File: config.mk
export PLATFORM = sky130hd
export DESIGN_NAME = sqrt_datapath_seq
export DESIGN_NICKNAME = d
export VERILOG_FILES = /design/src/rtl/sqrt_datapath_seq.sv
export SDC_FILE = /design/constraint.sdc
export NUM_CORES = 1
export LEC_CHECK = 0
export BUFFER_PORTS_ARGS = -buffer_cell sky130_fd_sc_hd__buf_2
export CAP_MARGIN = 10
export CELL_PAD_IN_SITES_DETAIL_PLACEMENT = 1
export CELL_PAD_IN_SITES_GLOBAL_PLACEMENT = 1
export CORE_MARGIN = 2
export CORE_UTILIZATION = 50
export CTS_BUF_LIST = sky130_fd_sc_hd__clkbuf_16
export DETAILED_ROUTE_END_ITERATION = 10
export HOLD_SLACK_MARGIN = 0.02
export PLACE_DENSITY_LB_ADDON = 0.2
export SYNTH_ARGS = -nofsm -noshare
export SYNTH_HDL_FRONTEND = slang
export SYNTH_SLANG_ARGS = --single-unit
File: constraint.sdc
create_clock -name clk -period 11.7 [get_ports clk]
set_clock_uncertainty 0.05 [all_clocks]
set_input_delay 1.755 -clock clk [delete_from_list [all_inputs] [get_ports clk]]
set_output_delay 1.755 -clock clk [all_outputs]
set_load 0.01 [all_outputs]
File: src/rtl/sqrt_datapath_seq.sv
// Restoring digit-by-digit integer square root engine.
// Regfile + ALU datapath driven by a built-in microsequencer.
module sqrt_datapath_seq #(
   parameter int WIDTH = 32,
   parameter int NUM_REGS = 8,
   localparam int ADDR_W = $clog2(NUM_REGS)
) (
   input  logic               clk,
   input  logic               rst_n,
   input  logic               in_valid,
   output logic               in_ready,
   input  logic [WIDTH-1:0]   data_i,
   output logic               out_valid,
   input  logic               out_ready,
   output logic [WIDTH/2-1:0] root_o,
   output logic [WIDTH-1:0]   rem_o,
   output logic               busy_o,
   input  logic [ADDR_W-1:0]  dbg_addr_i,
   output logic [WIDTH-1:0]   dbg_data_o
);

   localparam int IW = (WIDTH/2 > 1) ? $clog2(WIDTH/2) : 1;
   localparam logic [IW-1:0] LAST = IW'(WIDTH/2-1);
   localparam logic [WIDTH-1:0] BIT_INIT = {2'b01, {(WIDTH-2){1'b0}}};

   localparam logic [ADDR_W-1:0] R_X   = ADDR_W'(0);
   localparam logic [ADDR_W-1:0] R_RES = ADDR_W'(1);
   localparam logic [ADDR_W-1:0] R_BIT = ADDR_W'(2);
   localparam logic [ADDR_W-1:0] R_TMP = ADDR_W'(3);

   typedef enum logic [3:0] {
      S_IDLE, S_INIT0, S_INIT1, S_ADD, S_CMP,
      S_SHR, S_UPD, S_BIT, S_DONE
   } state_t;

   typedef enum logic [2:0] {
      OP_ADD, OP_SUB, OP_SHR1, OP_SHR2, OP_ZERO, OP_PASS
   } alu_op_t;

   state_t state, next;
   alu_op_t op;

   logic [WIDTH-1:0] rf [NUM_REGS];
   logic [ADDR_W-1:0] ra, rb, wa;
   logic we, ie, use_const, take, borrow;
   logic [WIDTH-1:0] a, b, alu_y, wdata;
   logic [IW-1:0] iter;

   assign a = rf[ra];
   assign b = use_const ? BIT_INIT : rf[rb];
   assign borrow = a < b;
   assign dbg_data_o = rf[dbg_addr_i];
   assign in_ready = (state == S_IDLE);
   assign busy_o = (state != S_IDLE);

   always_comb begin
      alu_y = b;
      unique case (op)
         OP_ADD:  alu_y = a + b;
         OP_SUB:  alu_y = a - b;
         OP_SHR1: alu_y = a >> 1;
         OP_SHR2: alu_y = a >> 2;
         OP_ZERO: alu_y = '0;
         OP_PASS: alu_y = b;
         default: alu_y = b;
      endcase
   end

   assign wdata = ie ? data_i : alu_y;

   always_comb begin
      next = state;
      we = 1'b0;
      wa = R_X;
      ra = R_X;
      rb = R_X;
      op = OP_PASS;
      use_const = 1'b0;
      ie = 1'b0;
      unique case (state)
         S_IDLE: begin
            ie = 1'b1;
            we = in_valid;
            if (in_valid) next = S_INIT0;
         end
         S_INIT0: begin
            op = OP_ZERO; wa = R_RES; we = 1'b1;
            next = S_INIT1;
         end
         S_INIT1: begin
            op = OP_PASS; use_const = 1'b1;
            wa = R_BIT; we = 1'b1;
            next = S_ADD;
         end
         S_ADD: begin
            ra = R_RES; rb = R_BIT; op = OP_ADD;
            wa = R_TMP; we = 1'b1;
            next = S_CMP;
         end
         S_CMP: begin
            ra = R_X; rb = R_TMP; op = OP_SUB;
            wa = R_X; we = ~borrow;
            next = S_SHR;
         end
         S_SHR: begin
            ra = R_RES; op = OP_SHR1;
            wa = R_RES; we = 1'b1;
            next = S_UPD;
         end
         S_UPD: begin
            ra = R_RES; rb = R_BIT; op = OP_ADD;
            wa = R_RES; we = take;
            next = S_BIT;
         end
         S_BIT: begin
            ra = R_BIT; op = OP_SHR2;
            wa = R_BIT; we = 1'b1;
            next = (iter == LAST) ? S_DONE : S_ADD;
         end
         S_DONE: begin
            if (out_ready) next = S_IDLE;
         end
         default: next = S_IDLE;
      endcase
   end

   always_ff @(posedge clk or negedge rst_n) begin
      if (!rst_n) begin
         for (int i = 0; i < NUM_REGS; i++) rf[i] <= '0;
      end else if (we) begin
         rf[wa] <= wdata;
      end
   end

   always_ff @(posedge clk or negedge rst_n) begin
      if (!rst_n) begin
         state <= S_IDLE;
         iter <= '0;
         take <= 1'b0;
         root_o <= '0;
         rem_o <= '0;
         out_valid <= 1'b0;
      end else begin
         state <= next;
         if (state == S_IDLE) iter <= '0;
         if (state == S_CMP) take <= ~borrow;
         if (state == S_BIT) begin
            iter <= iter + 1'b1;
            // R0/R1 are already final when the last BIT step runs
            if (iter == LAST) begin
               root_o <= rf[R_RES][WIDTH/2-1:0];
               rem_o <= rf[R_X];
               out_valid <= 1'b1;
            end
         end
         if (state == S_DONE && out_ready) out_valid <= 1'b0;
      end
   end

endmodule
==> results of run 1 <==
==> kinds of logic (layout without fill, tap and decap cells) <==
logic type,after synthesis,after routing,share of synthesized area [%]
buffers and inverters,185,243,5.19
xor gates and xnor gates,21,21,1.31
AOI/OAI and AO/OA,523,523,23.7
and+or+nand+nor,525,525,16.6
muxes,150,150,14.1
DFF,186,186,33.1
adders and majority gates,67,67,6.06
==> sequential cells by signal, summed over array words and instances, names as in the netlist <==
register   cells
iter           4
root_o        16
rem_o         32
take           1
out_valid      1
rf           128
state          4
==> stage by stage <==
stage / cells / area (sq um)
after detailed placement: 2061 / 14900
final: 2093 / 15500
after global routing: 2093 / 15500
after CTS: 2093 / 15500
after floorplan: 1657 / 14100
after global placement: 2061 / 14900
==> layer usage <==
| metal | track usage (%) | share of wire (%) |
|---|---|---|
| met1 | 47.8 | 38 |
| met2 | 67.1 | 48 |
| met3 | 7.43 | 7.2 |
| met4 | 27.0 | 7.2 |
| met5 | 0 | 0.022 |
==> Yosys cell counts, drive strengths merged, types with 5 or more instances <==
library cell,count
a21oi,128
a221oi,13
nor3,15
o21ai,170
o221ai,19
nor2,135
o211a,5
nand2,232
or2,9
or4,5
nand4,9
o211ai,22
xnor2,19
ha,65
a21o,11
mux4,32
nor4,10
a31oi,16
o31ai,8
o2111ai,5
o21a,7
o22ai,8
a221o,7
dfrtp,186
nand2b,9
buf,35
clkbuf,85
mux2,61
inv,63
mux2i,57
and2,6
or3,5
o21bai,13
a211oi,35
nand3,38
a22o,12
a22oi,7
nor2b,44
==> how the worst max path moves through the flow <==
stage	start	end	slack, ns	depth (start not counted)
2_1_floorplan	state[1]	rf[252]	6.56	24
3_3_place_gp	state[1]	rf[237]	4.96	18
3_5_place_dp	state[1]	rf[237]	4.76	18
4_1_cts	state[1]	rf[237]	4.64	18
5_1_grt	state[1]	rf[237]	4.09	18
6_report	state[1]	rf[237]	4.31	18
==> layout make-up <==
type                            count  area [sq um]
Tap cell                          378           473
Clock buffer                       17           425
Clock inverter                     15           158
Inverter                           65           244
Fill cell                        3361         12300
Multi-Input combinational cell   1286          8730
Sequential cell                   186          4660
Timing Repair Buffer              146           802
==> worst max-delay path: stages, from the launching register on <==
cell,delay [ns]
sky130_fd_sc_hd__dfrtp_2,0.61
sky130_fd_sc_hd__buf_4,0.49
sky130_fd_sc_hd__nor2b_1,0.30
sky130_fd_sc_hd__o21ai_0,0.21
sky130_fd_sc_hd__a21oi_4,0.73
sky130_fd_sc_hd__buf_4,0.54
sky130_fd_sc_hd__mux2i_1,0.30
sky130_fd_sc_hd__o21ai_0,0.20
sky130_fd_sc_hd__ha_1,0.66
sky130_fd_sc_hd__nand2_1,0.21
sky130_fd_sc_hd__nor3_1,0.22
sky130_fd_sc_hd__o31a_1,0.25
sky130_fd_sc_hd__o211a_1,0.34
sky130_fd_sc_hd__a311o_1,0.29
sky130_fd_sc_hd__a21oi_1,0.09
sky130_fd_sc_hd__nor2_1,0.49
sky130_fd_sc_hd__a21o_1,0.38
sky130_fd_sc_hd__buf_4,0.44
sky130_fd_sc_hd__mux2_2,0.39
==> results.cfg, run 1 <==
[final_layout]
drive_gt1_share_pct = 17.6
num_antenna_cells = 0
final_core_utilization_pct = 55.8
layout_commonest_cell = sky130_fd_sc_hd__nand2_1
area_growth_pct = 10.1
final_nets = 1808
mostFrequentLayoutCells = sky130_fd_sc_hd__nand2_1 (231), sky130_fd_sc_hd__dfrtp_1 (185), sky130_fd_sc_hd__o21ai_0 (155)

[timing]
final_period_minus_worst_setup_slack_ns = 7.39
worst_pin_slew_ns = 1.08
finalCritPeriodShare_pct = 63.1
unrepaired_setup_endpoints_after_global_routing = false
timing.slew.headroom_pct = 27.5
final_setup_viols = 0
achievable-frequency_ghz = 0.135
worst_hold_slack_ns = 0.453
timing.final.ws_setup_ns = 4.31
fin_tns_setup_ns = 0
finalHoldViolations = 0
final_max_slew_viol_count = 0

[floorplan]
die_width_um = 172
placeableCoreArea_sq_um = 27800
floorplan.rows = 61
die-area_sq_um = 29500
top_level_ports = 122
initial_core_util_pct = 50.6
floorplan.die.height_um = 172

[routing]
via_per_inst = 6.84
wl_um = 58900
via_count = 14300
dr_drc_count = 0
first_iter_violations = 1441
detail_route.first_pass.iterations = 5
wl_per_cell_um = 28.1
antenna_violating_nets_post_route = 0

[cts]
tritoncts_num_sinks = 186
clockBufferDepth = 2
ctsHoldBuffers = 0
num_cts_buffers = 17
h_tree_levels = 4
clock_latency_ns = 0.46
worst_setup_hold_path_clk_slew_ns = 0.08
post_cts_buffers = 0
cts_root_buf = sky130_fd_sc_hd__clkbuf_16
post_cts_resized = 0
clock_tree_from_tritoncts = built

[place]
weighted_congestion_at_the_end_of_routability_driven_global_placement = 0.992
place_worst_setup_slack_ns = 4.76
place.detailed.hpwl_um = 41400
place.port_buffers = 121

[logic_synthesis]
synth.avg_cell_area_sq_um = 8.49
postSynthCellCount = 1657
post_synth_instance_area_sq_um = 14100
ys_warn_count = 0
synth.top_cells.by_area = sky130_fd_sc_hd__dfrtp_1 (33%), sky130_fd_sc_hd__nand2_1 (6.2%), sky130_fd_sc_hd__ha_1 (5.8%)
yosys.cell_types.count = 81
ys_async_sr_fraction_pct = 100
synth-edff-count = 0
syn_nets = 1763
synth.largest_area_cell = sky130_fd_sc_hd__dfrtp_1
seq_area_frac_synth_pct = 33.1
netlist.area_leader.share_pct = 33.1
flops_latches_synth = 186
postSynth.topFlopCell = sky130_fd_sc_hd__dfrtp_1

[global_routing]
grt_overflow_total = 0
grt_antenna_before_repair = 1
number_of_global_route_vias_before_repair = 14800
grtUsageTotal_pct = 40.4
grt_first_pass_wirelength_um = 89300
grt_start_max_net_pins = 116

[job]
drv_cap = 0

[hold_path]
number_of_stages_on_the_worst_hold_path = 1
whs_endpoint = rem_o[29]
worstHoldStart = rem_o[29]
hold_class = reg2reg

[critical_path]
r2r_start = state[1]
timing_worst_setup_path_type = reg2reg
worst_setup_path_end_kind = flip-flop
reg2reg_slack_ns = 4.31
regToRegEndpoint = rf[237]
path_max_fanout = 36
cp_data_required_time_ns = 11.99
timing.critical_path.arrival_ns = 7.68
critical_path.startpoint_type = flip-flop
r2r.worst_path.cells = 18

[run_status]
result_of_the_run = complete, no violations
Power of run 1 is not shown: default switching activity piles up to over one toggle a cycle in this logic, so the estimate is an artifact.
==> inputs of run 2 (changes only) <==
ABC_AREA = 1   (was default)
CORE_UTILIZATION = 43   (was 50)
clock period = 7.4 ns   (was 11.7 ns; I/O delays follow)
==> run 2 against run 1 <==
Core utilization decreased by 8.6 points. Critical path type unchanged. First-iteration DRC count increased by 8.7%. Sequential cell count unchanged. Critical endpoint is now rf[232]. Via count increased by 24%. Hold slack got worse by 0.023 ns. Count of clock-buffer cells in the layout unchanged. Area after synthesis increased by 13%. Die area increased by 31%. Largest cell class unchanged. Global-route usage decreased by 5.3 points. Non-clock buffer count decreased by 12.
==> results.cfg, run 2 <==
[run_status]
result_of_the_run = complete, no violations

[routing]
dr_drc_count = 0
via_count = 17800
via_per_inst = 5.61
wl_per_cell_um = 21.1
wl_um = 67000
antenna_violating_nets_post_route = 0
detail_route.first_pass.iterations = 5
first_iter_violations = 1567

[logic_synthesis]
synth-edff-count = 0
syn_nets = 2775
ys_async_sr_fraction_pct = 100
yosys.area_share.adder_pct = 5.35
synth-compound-area-share_pct = 15.9
flops_latches_synth = 186
synth.top_cells.by_area = sky130_fd_sc_hd__dfrtp_1 (29%), sky130_fd_sc_hd__nand2_1 (23%), sky130_fd_sc_hd__inv_1 (8.6%)
synth_top_cells_by_count = sky130_fd_sc_hd__nand2_1 (986), sky130_fd_sc_hd__inv_1 (367), sky130_fd_sc_hd__o21ai_0 (220), sky130_fd_sc_hd__a21oi_1 (195), sky130_fd_sc_hd__nand3_1 (188)
synth.area.mux_share_pct = 0.212
netlist.area_leader.share_pct = 29.2
post_synth_and_or_nand_nor_area_fraction_pct = 36.4
synth.avg_cell_area_sq_um = 5.98
ys_warn_count = 0
post_synth_instance_area_sq_um = 16000
yosys.cell_types.count = 46
seq_area_frac_synth_pct = 29.2
largest_family_of_logic_cells_by_synthesized_area = simple AND/OR/NAND/NOR gates
postSynthCellCount = 2669
postSynth.topFlopCell = sky130_fd_sc_hd__dfrtp_1
synth.largest_area_cell = sky130_fd_sc_hd__dfrtp_1
synthMostInstantiatedCell = sky130_fd_sc_hd__nand2_1
yosys.area_share.xor_xnor_pct = 0.110

[critical_path]
worst_path_dominant_cell_family = simple AND/OR/NAND/NOR gates
timing_worst_setup_path_type = reg2reg
path_max_fanout = 64
worstPathBufferInverterCount = 5
worst_setup_path_end_kind = flip-flop
critical_path.startpoint_type = flip-flop
cp_data_required_time_ns = 7.69
critical_path_s_largest_stage_delay_ns = 0.52
crit_slowest_cell = sky130_fd_sc_hd__dfrtp_1
timing.critical_path.arrival_ns = 6.28
worst_path_most_repeated_cell = sky130_fd_sc_hd__nand2_1

[cts]
h_tree_levels = 4
worst_setup_hold_path_clk_slew_ns = 0.07
clock_tree_from_tritoncts = built
post_cts_buffers = 0
clockBufferDepth = 2
clock_latency_ns = 0.46
cts_root_buf = sky130_fd_sc_hd__clkbuf_16
ctsHoldBuffers = 0
tritoncts_num_sinks = 186
post_cts_resized = 0
num_cts_buffers = 17

[place]
post-place-cells = 3139
place.port_buffers = 121
dpl_cell_area_sq_um = 16700
place.detailed.hpwl_um = 52700
weighted_congestion_at_the_end_of_routability_driven_global_placement = 0.945

[floorplan]
floorplan.rows = 70
initial_core_util_pct = 43.6
die-area_sq_um = 38700
top_level_ports = 122
placeableCoreArea_sq_um = 36600
floorplan.die.height_um = 197
die_width_um = 197

[final_layout]
area_growth_pct = 8.15
register_area_sq_um = 4650
largest_reg_flops = 128
drive_gt1_share_pct = 7.88
final_nets = 2796
multiInputGateArea_sq_um = 9250
mostFrequentLayoutCells = sky130_fd_sc_hd__nand2_1 (985), sky130_fd_sc_hd__inv_1 (367), sky130_fd_sc_hd__o21ai_0 (220)
final_cell_area_sq_um = 17300
final-instance-count-excl-fill = 3170
layout_commonest_cell = sky130_fd_sc_hd__nand2_1
filler_cell_count_in_the_final_layout = 5149
reg_with_most_ffs = rf
largest_registers = rf (128), rem_o (32), root_o (16)
num_antenna_cells = 0

[job]
drv_cap = 0

[timing]
unrepaired_setup_endpoints_after_global_routing = false
finalHoldViolations = 0
worst_pin_slew_ns = 1.15
timing.slew.headroom_pct = 23.1
final_period_minus_worst_setup_slack_ns = 6.00
finalCritPeriodShare_pct = 81.0
final_max_slew_viol_count = 0
fin_tns_setup_ns = 0
achievable-frequency_ghz = 0.167
final_setup_viols = 0

[global_routing]
number_of_global_route_vias_before_repair = 17700
grt_antenna_before_repair = 2
grt_overflow_total = 0
grt_start_max_net_pins = 115
grtUsageTotal_pct = 35.1
grt_first_pass_wirelength_um = 104000

[hold_path]
hold_class = reg2reg
[run 2: changes by cell type in the layout (fill, tap and decap cells not counted), sizes merged, moves of 35 or more]
cell	before	now
nor2b	44	0
mux2i	57	0
a21oi	128	195
nand3	38	189
mux2	61	3
inv	70	389
a211oi	35	0
nand2	232	995
o21ai	170	265
[run 2: cell families after synthesis]
family / Yosys count
mux: 3
xor+xnor: 2
buf+inv: 515
compound gates: 489
fa+ha+maj: 67
flops: 186
simple gates: 1407
[run 2: cell type report]
type,count,share of cell area [%]
clock buffer,17,2.46
clock inverter,14,1.07
inverter,383,8.37
multi-input combinational,1968,53.6
sequential,186,27.0
tap,468,3.39
timing repair buffer,134,4.12
[run 2: path summary, 6_finish.rpt]
check,depth (start not counted),from,slack (ns),end
worst max-delay path,26,state[1],1.40,rf[232]
worst min-delay path,2,rf[217],0.43,rf[217]
worst max register to register,26,state[1],1.40,rf[232]
worst min register to register,2,rf[217],0.43,rf[217]
max in group asynchronous,2,rst_n,5.02,rf[216]
min in group asynchronous,1,rst_n,0.72,rem_o[3]
[run 2: tightest hold or removal path: stages (launching register included)]
cell                      delay [ns]
sky130_fd_sc_hd__dfrtp_1        0.34
sky130_fd_sc_hd__nand2_1        0.05
sky130_fd_sc_hd__nand2_1        0.06
[run 2: layer usage]
metal  track usage (%)  wire, um  part of all wire (%)
met5                 0        23                 0.034
met4              8.77      1440                   2.1
met3              5.56      4740                   7.1
met2              51.8     28300                    42
met1              53.3     32500                    49
[run 2: per-stage QoR]
stage	utilization, %	hold slack [ns]	setup WS [ns]
after floorplan	-	0.399	3.85
after global placement	45.5	0.411	1.70
after detailed placement	45.5	0.416	1.51
after CTS	47.1	0.436	1.48
after global routing	47.1	0.459	0.841
final	47.1	0.430	1.40
Power of run 2 is left out for the same reason.
